===== config.mk =====
export PLATFORM = sky130hd
export DESIGN_NAME = control_receiver
export DESIGN_NICKNAME = d
export VERILOG_FILES = /design/src/rtl/control_receiver.sv
export SDC_FILE = /design/constraint.sdc
export NUM_CORES = 1
export LEC_CHECK = 0
export CORE_MARGIN = 2
export CORE_UTILIZATION = 50
export CTS_BUF_LIST = sky130_fd_sc_hd__clkbuf_2 sky130_fd_sc_hd__clkbuf_4 sky130_fd_sc_hd__clkbuf_8
export CTS_CLUSTER_DIAMETER = 200
export CTS_CLUSTER_SIZE = 14
export DETAILED_ROUTE_END_ITERATION = 7
export PLACE_DENSITY = 0.73
export SLEW_MARGIN = 0
export SYNTH_ARGS = -nofsm -noshare
export SYNTH_HDL_FRONTEND = slang
export SYNTH_SLANG_ARGS = --single-unit
export TNS_END_PERCENT = 30

===== constraint.sdc =====
create_clock -name clk_i -period 5.2 [get_ports clk_i]
set_clock_uncertainty 0.1 [all_clocks]
set_input_delay 1.3 -clock clk_i [delete_from_list [all_inputs] [get_ports clk_i]]
set_output_delay 1.3 -clock clk_i [all_outputs]
set_load 0.005 [all_outputs]

===== src/rtl/control_receiver.sv =====
// Receiver for a 3-wire serial control interface (CLK/DATA/LE) running asynchronously to clk_i.
// Good frames are written to an 8-entry register bank that is indexed by the low 3 bits of the received word.
module control_receiver #(
    parameter int SYNC_STAGES = 2,
    parameter int WORD_WIDTH  = 32
) (
    input  logic        clk_i,
    input  logic        rst_i,
    input  logic        CLK_i,
    input  logic        DATA_i,
    input  logic        LE_i,
    input  logic [2:0]  rd_addr_i,
    output logic [31:0] rd_data_o,
    output logic [31:0] word_o,
    output logic [2:0]  addr_o,
    output logic        word_valid_o,
    output logic        frame_err_o
);

    typedef enum logic [1:0] {IDLE, SHIFT, LOAD} state_t;

    localparam logic [5:0] CNT_FULL = 6'(WORD_WIDTH);
    localparam logic [5:0] CNT_SAT  = 6'(WORD_WIDTH + 1);

    logic [SYNC_STAGES-1:0] clk_sync_q;
    logic [SYNC_STAGES-1:0] data_sync_q;
    logic [SYNC_STAGES-1:0] le_sync_q;
    logic                   clk_prev_q;
    logic                   data_prev_q;
    logic                   le_prev_q;

    logic                   clk_s;
    logic                   le_s;
    logic                   clk_rise;
    logic                   le_rise;

    state_t                 state_q;
    state_t                 state_d;
    logic                   shift_en;
    logic                   clear_cnt;
    logic                   do_load;

    logic [5:0]             count_q;
    logic [WORD_WIDTH-1:0]  shift_q;
    logic [31:0]            shift_word;
    logic [31:0]            bank_q [8];

    // Synchronizers reset to the bus idle levels so reset release never fakes an edge.
    always_ff @(posedge clk_i) begin
        if (rst_i) begin
            clk_sync_q  <= '0;
            data_sync_q <= '0;
            le_sync_q   <= '1;
            clk_prev_q  <= 1'b0;
            data_prev_q <= 1'b0;
            le_prev_q   <= 1'b1;
        end else begin
            clk_sync_q  <= {clk_sync_q[SYNC_STAGES-2:0], CLK_i};
            data_sync_q <= {data_sync_q[SYNC_STAGES-2:0], DATA_i};
            le_sync_q   <= {le_sync_q[SYNC_STAGES-2:0], LE_i};
            clk_prev_q  <= clk_sync_q[SYNC_STAGES-1];
            data_prev_q <= data_sync_q[SYNC_STAGES-1];
            le_prev_q   <= le_sync_q[SYNC_STAGES-1];
        end
    end

    assign clk_s    = clk_sync_q[SYNC_STAGES-1];
    assign le_s     = le_sync_q[SYNC_STAGES-1];
    assign clk_rise = clk_s & ~clk_prev_q;
    assign le_rise  = le_s & ~le_prev_q;

    always_ff @(posedge clk_i) begin
        if (rst_i) begin
            state_q <= IDLE;
        end else begin
            state_q <= state_d;
        end
    end

    // A load edge wins over a serial clock edge that is detected in the same cycle.
    always_comb begin
        state_d   = state_q;
        shift_en  = 1'b0;
        clear_cnt = 1'b0;
        do_load   = 1'b0;
        case (state_q)
            IDLE: begin
                clear_cnt = 1'b1;
                if (!le_s) begin
                    state_d = SHIFT;
                end
            end
            SHIFT: begin
                if (le_rise) begin
                    state_d = LOAD;
                end else if (clk_rise) begin
                    shift_en = 1'b1;
                end
            end
            LOAD: begin
                do_load = 1'b1;
                state_d = IDLE;
            end
            default: state_d = IDLE;
        endcase
    end

    assign shift_word = 32'(shift_q);

    // The data bit is taken from the edge-detect stage so that it lines up with clk_prev_q.
    always_ff @(posedge clk_i) begin
        if (rst_i) begin
            count_q      <= '0;
            shift_q      <= '0;
            word_o       <= '0;
            addr_o       <= '0;
            word_valid_o <= 1'b0;
            frame_err_o  <= 1'b0;
            rd_data_o    <= '0;
            for (int i = 0; i < 8; i++) begin
                bank_q[i] <= '0;
            end
        end else begin
            word_valid_o <= 1'b0;
            frame_err_o  <= 1'b0;
            rd_data_o    <= bank_q[rd_addr_i];
            if (clear_cnt) begin
                count_q <= '0;
            end
            if (shift_en) begin
                shift_q <= {shift_q[WORD_WIDTH-2:0], data_prev_q};
                if (count_q != CNT_SAT) begin
                    count_q <= count_q + 6'd1;
                end
            end
            if (do_load) begin
                if (count_q == CNT_FULL) begin
                    word_o                   <= shift_word;
                    addr_o                   <= shift_word[2:0];
                    bank_q[shift_word[2:0]]  <= shift_word;
                    word_valid_o             <= 1'b1;
                end else begin
                    frame_err_o <= 1'b1;
                end
            end
        end
    end

endmodule

==> flow_summary_export.csv <==
group,metric,value,unit
status,status,"finished, final reports clean",
placed_design,dp_slack,1.45,ns
detailed_routing,detail_route.vias_per_cell,5.57,
cts,cts_buffers,30,
floorplanning,ioPinCount,77,
yosys,syn_avg_cell_area,12.9,sq um
yosys,synth_async_sr_flop_share,0,
worst_setup_path,critical_path_arrival,3.50,ns
timing,worst_pin_slew,1.18,ns
cts,cts_tree,"done",
detailed_routing,wl_per_cell,20.4,um
worst_setup_path,critPathLaunchType,"input pin",
detailed_routing,dr.pass1.iters,5,
placed_design,port_buffers,76,
placed_design,place_hpwl,18300,um
power,power.density,317,nW/um^2
final_layout,drive_gt1_frac,0.132,
cts,clock_tree.root_cell,"clkbuf_8",
timing,fin_crit,3.15,ns
worst_setup_path,cp-endpoint,"bank_q[7][3]",
grt,use_met2,0.353,
worst_setup_path,rr_endpoint,"bank_q[6][24]",
worst_setup_path,reg2reg_depth,5,
timing,rsz0062_at_grt,"no",
min_path,hp-class,"register to register",
final_layout,final_common_cell,"nor2_1",
final_layout,nets,1199,
cts,cts_buffer_depth,3,
worst_setup_path,crit_path_frequent_cell,"buf_4",
cts,clk_pin_slew,0.10,ns
worst_setup_path,cp_top_family,"simple AND/OR/NAND/NOR gates",
worst_setup_path,rr_startpoint,"count_q[3]",
detailed_routing,drc,0,
grt,met1_usage,0.307,
yosys,ys.flop_type,"edfxtp_1",
timing,setup_viol,0,
worst_setup_path,cp-startpoint,"rst_i",
floorplanning,initial_utilization,0.509,
timing,setup_tns,0,ns
grt,gr-total-overflow,0,
worst_setup_path,critPathBufInv,2,
worst_setup_path,cp.required,5.55,ns
timing,max_freq,317,MHz
grt,grt_pass1_wl,50700,um
cts,clock_latency,0.59,ns
timing,fin_crit_sh,0.607,
yosys,ys_ff_latch,371,
worst_setup_path,ff2ff_setup_slack,2.06,ns
floorplanning,die_w,175,um
grt,grt_max_degree,84,
detailed_routing,postRouteAntennaNets,0,
floorplanning,fp-row-count,62,
placed_design,place_congestion,0.767,
cts,h-tree-depth,1,
power,p_leak,5.36,nW
yosys,netlist_instances,1131,
timing,final.setup.worst_slack,2.05,ns
yosys,seq_area_frac_synth,0.684,
yosys,synth_edf_count,256,
cts,ctsResizeCount,0,
cts,cts_num_sinks,371,
final_layout,areaGrowthSynthToFinish,11.9,%
worst_setup_path,crit_slowest_cell,"nand4_1",
detailed_routing,routed_wl,32500,um
job,cap_violations,0,
floorplanning,fp.dieH,175,um
timing,hold_viol,0,
worst_setup_path,crit_fanout,45,
floorplanning,dieArea,30600,sq um
cts,post_cts_buffers,0,
grt,grt_antenna_before_repair,0,
final_layout,layout_common_cells,"nor2_1 (278), edfxtp_1 (256), nand2_1 (165)",
yosys,yosys_warnings,0,
floorplanning,core_area,28700,sq um
worst_setup_path,crit_path_end_kind,"register",
power,ir_worst_vdd,0.269,mV
grt,grt_pass1_vias,8993,
final_layout,antenna-diode-count,0,
detailed_routing,first_iter_violations,944,
timing,max_slew_margin,0.211,
grt,track_usage,0.216,
grt,gr-usage-met3,0.0346,
worst_setup_path,critPathKind,"input pin to register",
timing,drv_slew,0,
worst_setup_path,critPathMaxStageDelay,0.84,ns
grt,grt_busiest_layer,"met2",
yosys,synth_cell_type_count,40,
detailed_routing,vias,8895,
worst_setup_path,cp.depth,5,
yosys,netlist_area,14600,sq um
cts,postCtsHoldBufs,0,
worst_setup_path,crit_chain,"buf_4, nor3_4, nand4_1, buf_4, nor2_1",
## logic make-up (layout without fill, tap and decap cells)
| logic type | after synthesis | in the layout | share of synthesized area |
|---|---|---|---|
| AND/OR/NAND/NOR | 491 | 491 | 0.137 |
| flip-flops | 371 | 371 | 0.684 |
| multiplexers | 98 | 98 | 0.122 |
| buffers and inverters | 87 | 157 | 0.0246 |
| AO/OA/AOI/OAI | 80 | 80 | 0.0301 |
| adder cells (fa/ha/maj) | 3 | 3 | 0.00257 |
| other | 1 | 12 | 0.000257 |
## power by group
part / total, mW / switching (mW) / internal [mW] / leakage [nW]
Combinational: 0.269 / 0.143 / 0.125 / 1.45
Clock: 1.65 / 0.921 / 0.729 / 0.338
Sequential: 3.26 / 0.0267 / 3.23 / 3.57
## registers in the layout, indices dropped and copies added (netlist names), 6 cells and up
name	cells
bank_q	256
count_q	6
rd_data_o	32
shift_q	32
word_o	32
## through the flow
step                      cells   util  area (sq um)  power (mW)  hold WS (ns)
final                      1596  0.569         16300        5.18         0.314
after global routing       1596  0.569         16300        5.34         0.325
after CTS                  1596  0.569         16300        5.21         0.314
after detailed placement   1540  0.548         15700        3.60         0.293
after global placement     1540  0.548         15700        3.59         0.295
after floorplan            1142      -         14700        3.49         0.289
## routing by layer
layer	up-vias	share of wire
met1	4415	0.42
met4	0	0.020
met3	47	0.086
met2	370	0.48
met5	-	0
li1	4063	-
## synth_stat cells (2+ instances only)
library cell / count / area share
mux4_2: 64 / 0.099
nor2b_1: 7 / 0.0030
nand3_1: 9 / 0.0031
inv_1: 5 / 0.0013
a21oi_1: 66 / 0.023
mux2i_1: 32 / 0.022
a41o_1: 2 / 0.0014
nand2_1: 166 / 0.043
a31o_2: 2 / 0.0012
and2_1: 3 / 0.0013
a211oi_1: 2 / 0.0010
or2_2: 4 / 0.0017
o211ai_1: 2 / 0.0010
nand2b_1: 4 / 0.0017
a21o_1: 4 / 0.0021
mux2_2: 2 / 0.0015
buf_2: 17 / 0.0058
dfxtp_1: 115 / 0.16
buf_4: 3 / 0.0015
buf_1: 5 / 0.0013
ha_1: 3 / 0.0026
nand4_1: 4 / 0.0017
clkbuf_1: 57 / 0.015
nor4b_1: 4 / 0.0024
nor2_1: 278 / 0.071
edfxtp_1: 256 / 0.53
a31oi_1: 2 / 0.00086
## cell type report
class / instances / area (sq um)
Multi-Input combinational cell: 684 / 4330
Clock buffer: 55 / 607
Clock inverter: 1 / 8.76
Inverter: 5 / 18.8
Timing Repair Buffer: 96 / 908
Fill cell: 2358 / 12400
Sequential cell: 371 / 9990
Tap cell: 384 / 480
## worst min-delay path by stage
stage	from	to	slack [ns]	cells past startpoint
2_1_floorplan	le_sync_q[0]	le_sync_q[1]	0.29	1
3_3_place_gp	le_sync_q[0]	le_sync_q[1]	0.29	1
3_5_place_dp	le_sync_q[0]	le_sync_q[1]	0.29	1
4_1_cts	le_sync_q[0]	le_sync_q[1]	0.31	1
5_1_grt	le_sync_q[0]	le_sync_q[1]	0.32	1
6_report	le_sync_q[0]	le_sync_q[1]	0.31	1
Power figures use the tool's default switching activity.
